[src/rtl/led_frame_sched.sv]
// Frame scheduler: arbitrates two frame requesters and shifts each frame MSB-first to an LED chain.
// Define LED_SCHED_FIXED_PRIO_EN for fixed priority (req0 wins ties); otherwise round-robin.
module led_frame_sched #(
  parameter int unsigned WIDTH = 16,
  parameter int unsigned DIV   = 2
) (
  input  logic             clk,
  input  logic             reset,
  input  logic             req0,
  input  logic             req1,
  input  logic [WIDTH-1:0] data0,
  input  logic [WIDTH-1:0] data1,
  output logic             ack0,
  output logic             ack1,
  output logic             busy,
  output logic             led_clk,
  output logic             led_do,
  output logic             led_clr,
  output logic             led_pen
);

  localparam int unsigned PhW  = $clog2(2 * DIV + 1);
  localparam int unsigned BitW = $clog2(WIDTH + 1);

  typedef enum logic [1:0] {StIdle, StClear, StShift, StLatch} state_e;

  state_e            state_q, state_d;
  logic [PhW-1:0]    phase_q, phase_d;
  logic [BitW-1:0]   bit_q, bit_d;
  logic [WIDTH-1:0]  sr_q, sr_d;
  logic              ack0_q, ack0_d;
  logic              ack1_q, ack1_d;
  logic              pen_q, pen_d;
  logic              grant1;

`ifdef LED_SCHED_FIXED_PRIO_EN
  assign grant1 = req1 & ~req0;
`else
  logic last_grant_q, last_grant_d;

  // On a tie, grant the requester that was not served last.
  assign grant1 = req1 & (~req0 | ~last_grant_q);
`endif

  always_comb begin
    state_d = state_q;
    phase_d = phase_q;
    bit_d   = bit_q;
    sr_d    = sr_q;
    ack0_d  = 1'b0;
    ack1_d  = 1'b0;
    pen_d   = pen_q;
`ifndef LED_SCHED_FIXED_PRIO_EN
    last_grant_d = last_grant_q;
`endif
    unique case (state_q)
      StIdle: begin
        if (req0 || req1) begin
          state_d = StClear;
          ack0_d  = ~grant1;
          ack1_d  = grant1;
          sr_d    = grant1 ? data1 : data0;
          phase_d = '0;
          bit_d   = '0;
          pen_d   = 1'b0;
`ifndef LED_SCHED_FIXED_PRIO_EN
          last_grant_d = grant1;
`endif
        end
      end
      StClear: begin
        if (phase_q == PhW'(DIV - 1)) begin
          state_d = StShift;
          phase_d = '0;
        end else begin
          phase_d = phase_q + 1'b1;
        end
      end
      StShift: begin
        if (phase_q == PhW'(2 * DIV - 1)) begin
          phase_d = '0;
          // Bit counter holds at the last bit so it never wraps.
          if (bit_q == BitW'(WIDTH - 1)) begin
            state_d = StLatch;
          end else begin
            bit_d = bit_q + 1'b1;
            sr_d  = sr_q << 1;
          end
        end else begin
          phase_d = phase_q + 1'b1;
        end
      end
      StLatch: begin
        pen_d   = 1'b1;
        state_d = StIdle;
      end
      default: state_d = StIdle;
    endcase
  end

  always_ff @(posedge clk) begin
    if (!reset) begin
      state_q <= StIdle;
      phase_q <= '0;
      bit_q   <= '0;
      sr_q    <= '0;
      ack0_q  <= 1'b0;
      ack1_q  <= 1'b0;
      pen_q   <= 1'b0;
`ifndef LED_SCHED_FIXED_PRIO_EN
      last_grant_q <= 1'b1;
`endif
    end else begin
      state_q <= state_d;
      phase_q <= phase_d;
      bit_q   <= bit_d;
      sr_q    <= sr_d;
      ack0_q  <= ack0_d;
      ack1_q  <= ack1_d;
      pen_q   <= pen_d;
`ifndef LED_SCHED_FIXED_PRIO_EN
      last_grant_q <= last_grant_d;
`endif
    end
  end

  assign ack0    = ack0_q;
  assign ack1    = ack1_q;
  assign busy    = (state_q != StIdle);
  assign led_clk = (state_q == StShift) && (phase_q >= PhW'(DIV));
  assign led_do  = (state_q == StShift) && sr_q[WIDTH-1];
  assign led_clr = (state_q != StClear);
  assign led_pen = pen_q || (state_q == StLatch);

endmodule
[config.mk]
export PLATFORM = sky130hd
export DESIGN_NAME = led_frame_sched
export DESIGN_NICKNAME = d
export VERILOG_FILES = /design/src/rtl/led_frame_sched.sv
export SDC_FILE = /design/constraint.sdc
export NUM_CORES = 1
export LEC_CHECK = 0
export CAP_MARGIN = 20
export CELL_PAD_IN_SITES_DETAIL_PLACEMENT = 1
export CELL_PAD_IN_SITES_GLOBAL_PLACEMENT = 1
export CORE_UTILIZATION = 26
export CTS_CLUSTER_SIZE = 10
export DETAILED_ROUTE_END_ITERATION = 10
export PLACE_DENSITY = 0.57
export SETUP_SLACK_MARGIN = 0.02
export SYNTH_ARGS = -nofsm -noshare
export SYNTH_HDL_FRONTEND = slang
export SYNTH_SLANG_ARGS = --single-unit
[constraint.sdc]
create_clock -name clk -period 2.24 [get_ports clk]
set_clock_uncertainty 0.05 [all_clocks]
set_input_delay 0.448 -clock clk [delete_from_list [all_inputs] [get_ports clk]]
set_output_delay 0.448 -clock clk [all_outputs]
set_load 0.02 [all_outputs]
======== Word level (Yosys, flattened, before mapping) ========
Cells that the tools add are included.
storage, ports and cells
  bits in registers ....................... 30
  bits of input ports ..................... 36
  output and inout port bits .............. 7
  word-level logic and storage cells ...... 63
cells by class
  add/sub/neg operators ................... 2
  order comparisons ....................... 1
  eq/ne operators ......................... 12
  multiplexer cells ....................... 20
  bitwise logic cells ..................... 5
  reduce and logical (&&, ||, !) cells .... 15
operator list
  operator                                                                count
  16-bit two-way mux                                                      4
  16-bit one-hot mux with 2 select lines                                  1
  5-bit two-way mux                                                       3
  2-bit inequality test (second input constant)                           5
  5-bit one-hot mux with 2 select lines                                   1
  3-bit two-way mux                                                       3
  3-bit one-hot mux with 3 select lines                                   1
  2-bit two-way mux                                                       4
  2-bit one-hot mux with 4 select lines                                   1
  4-bit AND reduction                                                     2
  2-bit AND reduction                                                     3
  2-bit nonzero test                                                      3
  5-bit by 1-bit adder with 5-bit output (second input constant)          1
  5-bit by 4-bit == test with 1-bit output (second input constant)        1
  2-bit == test (second input constant)                                   2
  3-bit by 1-bit adder with 3-bit output (second input constant)          1
  3-bit by 1-bit == test with 1-bit output (second input constant)        1
  3-bit by 2-bit == test with 1-bit output (second input constant)        1
  3-bit by 2-bit >= comparator with 1-bit output (second input constant)  1
  1-bit inverter                                                          3
  3-bit AND reduction                                                     1
  3-bit nonzero test                                                      1
  2-bit by 1-bit == test with 1-bit output (second input constant)        1
  1-bit logical AND                                                       2
  7 further kinds                                                         8

======== Logic depth before layout (Yosys ltp) ========
Gate-level depths: netlist of run 1.
  word-level depth ........................ 6
  gate-level depth with buffers ........... 8
  depth with buffers taken out ............ 7

======== Worst setup path after synthesis of run 1 ========
No wires, ideal clock.
  path type ............................... reg-to-reg
  from .................................... reg bit_q[0]
  to ...................................... reg sr_q[10]
  setup time .............................. 115 ps
  arrival time ............................ 1,652 ps
  data required time ...................... 2,075 ps
  path slack .............................. 423 ps
  stages on the path, launching flop included .. 9
  path buffers ............................ 1
  clock period less this slack ............ 1,817 ps
  cell sequence ........................... dfxtp_1 -> ha_1 -> and3_1 -> ha_1 -> and3b_1 -> o21ai_4 -> buf_6 -> and2_1 -> o21a_1
between the ends
  cells in the longest elaborated chain, start to end .. 3
RTL lines
  element                                   line  source
  from (decl)                               29    logic [BitW-1:0] bit_q, bit_d;
  from (signal assigned)                    116   bit_q <= bit_d;
  5-bit by 4-bit == test with 1-bit output  83    if (bit_q == BitW'(WIDTH - 1)) begin
  2-bit inequality test (no line)           --
  4-bit AND reduction (no line)             --
  to (signal assigned)                      117   sr_q <= sr_d;
  to (decl)                                 30    logic [WIDTH-1:0] sr_q, sr_d;
Every way passes these cells.
A chain may end at the register's enable or synchronous reset.

======== Final worst setup path of run 1 ========
  from .................................... reg bit_q[1]
  to ...................................... reg bit_q[3]
between the ends
  cells in the longest elaborated chain, start to end .. 4
  elaborated cells between the ends (all ways) .. 7
  those cells by class .................... add/sub: 1; eq/ne: 2; mux: 3; reduce/logical: 1
RTL lines
  element                                 line  source
  5-bit by 1-bit adder with 5-bit output  86    bit_d = bit_q + 1'b1;
  5-bit two-way mux                       83
  5-bit two-way mux                       80    if (phase_q == PhW'(2 * DIV - 1)) begin
  5-bit one-hot mux with 2 select lines   56    unique case (state_q)
Parallel ways exist; a longest one is shown, timed or not. The select of a mux whose other input is x is not followed.

==> flow_metrics.env, run 1 <==
export IMPL_reg2regPathDepth=8
export IMPL_critical_path_required_ns=2.41
export IMPL_crit_start="bit_q[1]"
export IMPL_grt_util_all_layers=0.135
export IMPL_clock_sinks=30
export IMPL_outcome="finished, final reports clean"
export IMPL_r2r_setup_slack_ns=0.19
export IMPL_synth_cell_type_count=46
export IMPL_p_switching_mw=0.913
export IMPL_clk_pin_slew_worst_paths_ns=0.07
export IMPL_synthTopCellsByCount="30 x dfxtp_1, 19 x nor2_1, 14 x mux2i_1"
export IMPL_powerDensity_nw_per_um2=946
export IMPL_portBuffers=42
export IMPL_syn_inst=209
export IMPL_cts_path_max_buffers=2
export IMPL_viasPerCell=4.59
export IMPL_p_sw_frac=0.385
export IMPL_antenna_found_initial=0
export IMPL_synth_ff_latch_count=30
export IMPL_die_w_um=86.6
export IMPL_yosys_most_used_dff="dfxtp_1"
export IMPL_worstPathMaxFanout=33
export IMPL_antennaDiodeCount=0
export IMPL_tightest_slew_ns=0.364
export IMPL_yosys_warnings=0
export IMPL_combPwrFrac=0.492
export IMPL_maxCapViolCount=0
export IMPL_grt_pass1_vias=1637
export IMPL_cts_buffers=5
export IMPL_hpwlAfterDp_um=3420
export IMPL_yosysTopAreaCell="dfxtp_1"
export IMPL_synth_area_per_cell_um2=8.90
export IMPL_via_count=1631
export IMPL_layout_drive_gt1_share=0.127
export IMPL_synth_edf_count=0
export IMPL_internal_power_mw=1.46
export IMPL_finalHoldViolations=0
export IMPL_fmax_mhz=488
export IMPL_p_seq_frac=0.312
export IMPL_yosysMostFrequentCell="dfxtp_1"
export IMPL_cts_root_buf="clkbuf_8"
export IMPL_worst_setup_path_start_kind="flop"
export IMPL_fin_util=0.365
export IMPL_cp_end_kind="flop"
export IMPL_critPathCapture="bit_q[3]"
export IMPL_syn2layout_area_growth_pct=34.9
export IMPL_drt_total_wl_um=4590
export IMPL_period_share=0.915
export IMPL_grt_pass1_wl_um=7650
export IMPL_core_area_um2=6870
export IMPL_synth_async_reset_ratio=0
export IMPL_critical_path_class="reg2reg"
export IMPL_syn_num_nets=257
export IMPL_synthTopCellsByArea="dfxtp_1 32%, ha_1 8.1%, mux2i_1 7.5%, a211oi_1 4.8%, o21a_1 4.8%"
export IMPL_drc_errors=0
export IMPL_rows=30
export IMPL_setup_viol=0
export IMPL_ant_nets=0
export IMPL_relSlewSlack=0.757
export IMPL_finalSetupTns_ns=0
export IMPL_grt_overflow=0
export IMPL_p_leak_nw=1.06
export IMPL_grt_max_degree=34
export IMPL_floorplan_initialDensity=0.271
export IMPL_dr_pass1_iters=4
export IMPL_cts_hold_buf=0
export IMPL_ios=43
export IMPL_rsz0062_at_grt="no"
export IMPL_die_y_um=86.6
export IMPL_clk_latency_ns=0.28
export IMPL_wl_per_cell_um=12.9
export IMPL_slew_violations=0
export IMPL_synth_top_area_share=0.323
export IMPL_arrival_ns=2.22
export IMPL_post_route_min_period_ns=2.05
export IMPL_clockPowerShare=0.196
export IMPL_dr_first_iter_drc_count=48
export IMPL_finalWeightedCongestion=0.706
export IMPL_ir_drop_uv=500
export IMPL_timing_rr_end="bit_q[3]"
export IMPL_r2r_start="bit_q[1]"
export IMPL_synth_area_um2=1860
export IMPL_ys_seq_area_frac=0.323
export IMPL_die_area_um2=7490
export IMPL_layout_nets=306
export IMPL_hold_class="reg2reg"
export IMPL_cts_max_level=2
export IMPL_cts_tree="built"
[power by group through the flow]
stage               sequential, mW  combinational (mW)  clock, mW
CTS                          0.744                1.19      0.488
detailed placement           0.756                1.20          0
global route                 0.761                1.32      0.513
finish                       0.742                1.17      0.465
global placement             0.752                1.20          0
floorplan                    0.740               0.881          0
[routing by layer]
layer,vias up,part of all wire,global-route usage
li1,837,-,-
met4,0,0.014,0.0591
met3,5,0.048,0.0343
met2,28,0.45,0.219
met1,761,0.49,0.169
met5,-,0,0
[cells by family (layout without fill, tap and decap cells)]
group	count (synthesis)	in the layout	synth area share
AND/OR/NAND/NOR	71	71	0.203
flip-flops	30	30	0.323
adder cells (fa/ha/maj)	12	12	0.0808
multiplexers	14	14	0.0754
XOR/XNOR	1	1	0.00471
AO/OA/AOI/OAI	58	58	0.233
buffers and inverters	23	73	0.0801
[worst min-delay path by stage]
| stage | startpoint | cells past startpoint | endpoint |
|---|---|---|---|
| 6_report | sr_q[2] | 2 | sr_q[2] |
| 5_1_grt | sr_q[2] | 2 | sr_q[2] |
| 4_1_cts | sr_q[2] | 2 | sr_q[2] |
| 3_5_place_dp | sr_q[2] | 2 | sr_q[2] |
| 3_3_place_gp | sr_q[1] | 2 | sr_q[1] |
| 2_1_floorplan | pen_q | 2 | pen_q |
[critical path, stage by stage, from the launching register on]
cell     delay (ns)
dfxtp_1        0.34
ha_1           0.20
and3_1         0.19
ha_1           0.20
and3b_1        0.28
o21ai_4        0.07
buf_12         0.17
or3_1          0.35
a21oi_1        0.14
[sequential cells by signal (all words and copies together), names as in the netlist]
name,flops
sr_q,16
bit_q,5
phase_q,3
state_q,2
ack0,1
ack1,1
last_grant_q,1
pen_q,1
[what timing repair did]
item / in CTS / in global routing
resized for setup: 5 / 2
setup buffers: 0 / 0
setup endpoints to repair: 3 / 2
pin swaps: 0 / 0
[cell usage in the layout, fill, tap and decap left out, types with 2 or more instances in the layout]
cell type / instances
nor2_1: 19
dfxtp_1: 30
and3_1: 2
a211oi_1: 12
clkdlybuf4s50_1: 37
buf_12: 2
ha_1: 10
o21a_1: 12
nor2b_1: 5
o211ai_1: 4
nor3_1: 3
nand2_1: 11
and2_1: 13
dlygate4sd2_1: 4
a221o_2: 3
and2_2: 3
a21oi_1: 7
clkbuf_8: 6
nand3_1: 4
mux2i_1: 14
o22ai_1: 4
buf_4: 11
o21ai_0: 4
inv_1: 10
ha_2: 2
nand2b_1: 2
a21boi_1: 3
[area by class of cell]
type / count / area, um2
Tap cell: 96 / 120
Sequential cell: 30 / 601
Clock buffer: 6 / 82.6
Inverter: 10 / 37.5
Fill cell: 816 / 4360
Multi-Input combinational cell: 156 / 1110
Clock inverter: 2 / 12.5
Timing Repair Buffer: 55 / 541
[through the flow]
step | cells | setup WS, ns | cell area (um2) | hold slack, ns | total power, mW
4_1_cts | 355 | 0.0479 | 2500 | 0.418 | 2.42
6_report | 355 | 0.189 | 2510 | 0.416 | 2.37
2_1_floorplan | 209 | 0.423 | 1860 | 0.379 | 1.62
3_3_place_gp | 347 | 0.108 | 2410 | 0.398 | 1.95
3_5_place_dp | 347 | 0.101 | 2410 | 0.405 | 1.95
5_1_grt | 355 | 0.0762 | 2510 | 0.434 | 2.59
(Power assumes the default switching activity.)
==> run 2, diff against run 1 <==
--- a/config.mk
+++ b/config.mk
@@ -11,6 +11,7 @@
 export CORE_UTILIZATION = 26
 export CTS_CLUSTER_SIZE = 10
 export DETAILED_ROUTE_END_ITERATION = 10
+export HOLD_SLACK_MARGIN = 0.03
 export PLACE_DENSITY = 0.57
 export SETUP_SLACK_MARGIN = 0.02
 export SYNTH_ARGS = -nofsm -noshare
==> results of run 2 <==
No change in the layout: final DEF, timing and power equal those of run 1.
==> run 3, diff against run 2 <==
==> constraint.sdc (replaced) <==
create_clock -name clk -period 2.24 [get_ports clk]
set_clock_uncertainty 0.05 [all_clocks]
set_input_delay 0.224 -clock clk [delete_from_list [all_inputs] [get_ports clk]]
set_output_delay 0.224 -clock clk [all_outputs]
set_load 0.02 [all_outputs]
==> flow_metrics.env, run 3 (same netlist as run 1, synthesis figures left out) <==
export IMPL_outcome="finished, final reports clean"
export IMPL_antennaDiodeCount=0
export IMPL_dr_pass1_iters=4
export IMPL_via_count=1642
export IMPL_r2r_setup_slack_ns=0.20
export IMPL_die_y_um=86.6
export IMPL_critical_path_required_ns=2.41
export IMPL_finalHoldViolations=0
export IMPL_timing_rr_end="bit_q[3]"
export IMPL_ir_drop_uv=433
export IMPL_hold_class="reg2reg"
export IMPL_relSlewSlack=0.771
export IMPL_r2r_start="bit_q[0]"
export IMPL_syn2layout_area_growth_pct=35.9
export IMPL_powerDensity_nw_per_um2=984
export IMPL_layout_drive_gt1_share=0.125
export IMPL_floorplan_initialDensity=0.271
export IMPL_final_common_cell="clkdlybuf4s50_1"
export IMPL_ant_nets=0
export IMPL_setup_viol=0
export IMPL_worst_setup_path_start_kind="flop"
export IMPL_grt_max_degree=32
export IMPL_layout_nets=304
export IMPL_cp_slowest_stage_delay_ns=0.35
export IMPL_largestRegisters="sr_q x16, bit_q x5, phase_q x3"
export IMPL_clk_pin_slew_worst_paths_ns=0.07
export IMPL_cts_buffers=5
export IMPL_antenna_found_initial=0
export IMPL_reg2regPathDepth=8
export IMPL_placedCellCount=345
export IMPL_grt_pass1_wl_um=7670
export IMPL_tightest_slew_ns=0.343
export IMPL_cp_end_kind="flop"
export IMPL_grt_pass1_vias=1638
export IMPL_layout_common_cells="41 x clkdlybuf4s50_1, 29 x dfxtp_1, 19 x nor2_1"
export IMPL_die_w_um=86.6
export IMPL_crit_chain="ha_1, and3_1, ha_1, and3b_2, o21ai_4, buf_6, or3_1, a21oi_1"
export IMPL_critical_path_slowest_cell="or3_1"
export IMPL_largest_reg_flops=16
export IMPL_post_route_min_period_ns=2.04
export IMPL_finalWeightedCongestion=0.731
export IMPL_clk_latency_ns=0.28
export IMPL_maxCapViolCount=0
export IMPL_die_area_um2=7490
export IMPL_cts_max_level=2
export IMPL_rows=30
export IMPL_slew_violations=0
export IMPL_cp_common_cell="ha_1"
export IMPL_worstPathMaxFanout=22
export IMPL_cts_resized=1
export IMPL_cts_hold_buf=0
export IMPL_pre_cts_ws_ns=0.125
export IMPL_portBuffers=42
export IMPL_arrival_ns=2.21
export IMPL_cts_tree="built"
export IMPL_dr_first_iter_drc_count=34
export IMPL_drc_errors=0
export IMPL_timing_final_ws_setup_ns=0.197
export IMPL_drt_total_wl_um=4560
export IMPL_ios=43
export IMPL_p_leak_nw=1.05
export IMPL_grt_overflow=0
export IMPL_rsz0062_at_grt="no"
export IMPL_crit_start="bit_q[0]"
export IMPL_cts_setup_buffers=0
export IMPL_instances_no_fill=353
export IMPL_fillers=823
export IMPL_hpwlAfterDp_um=3460
export IMPL_clock_sinks=30
export IMPL_period_share=0.912
export IMPL_critPathCapture="bit_q[3]"
export IMPL_finalSetupTns_ns=0
export IMPL_regMostFlops="sr_q"
export IMPL_fmax_mhz=489
export IMPL_whs_ns=0.412
export IMPL_critical_path_class="reg2reg"
export IMPL_wl_per_cell_um=12.9
export IMPL_cts_path_max_buffers=2
export IMPL_viasPerCell=4.65
export IMPL_core_area_um2=6870
export IMPL_grt_util_all_layers=0.133
export IMPL_cts_root_buf="clkbuf_8"
[run 3: changes by cell type in the layout (fill, tap and decap cells not counted), moves of 2 or more]
cell,before,now
buf_4,11,8
ha_2,2,0
dlygate4sd2_1,4,0
clkdlybuf4s50_1,37,41
[run 3: cell type report]
type	count	area, um2	area share
repair buffers	53	534	0.211
well taps	96	120	0.0475
multi-input cells	156	1120	0.445
flip-flops and latches	30	602	0.238
clock buffers	5	68.8	0.0272
inverters	10	37.5	0.0149
clock inverters	3	40.0	0.0158
[run 3: metal layers]
metal  GRT usage  part of all wire  up-vias
li1            -                 -      833
met1       0.170              0.50      771
met2       0.216              0.44       29
met3      0.0286             0.044        9
met4      0.0545             0.016        0
met5           0                 0        -
[run 3: critical path: cells and delay by family (launching register included)]
kind	cells	cell delay [ns]
AND/OR/NAND/NOR	3	0.83
buffers and inverters	1	0.17
flip-flops	1	0.33
AO/OA/AOI/OAI	2	0.19
adder cells (fa/ha/maj)	2	0.41
[run 3: worst min path at each step]
stage / start / endpoint / cells past startpoint
detailed placement: sr_q[3] / sr_q[3] / 2
finish: sr_q[1] / sr_q[1] / 2
global route: sr_q[3] / sr_q[3] / 2
floorplan: reset / ack1 / 2
global placement: sr_q[3] / sr_q[3] / 2
CTS: sr_q[1] / sr_q[1] / 2
[run 3: report_power, final]
part,internal (mW),switching [mW]
Clock,0.327,0.211
Sequential,0.668,0.0785
Combinational,0.570,0.631
Total,1.57,0.921
[run 3: through the flow]
stage | util | power (mW) | instance area, um2
final | 0.368 | 2.49 | 2530
after global routing | 0.368 | 2.68 | 2530
after CTS | 0.365 | 2.52 | 2510
after detailed placement | 0.349 | 1.96 | 2400
after global placement | 0.349 | 1.93 | 2400
after floorplan | - | 1.62 | 1860
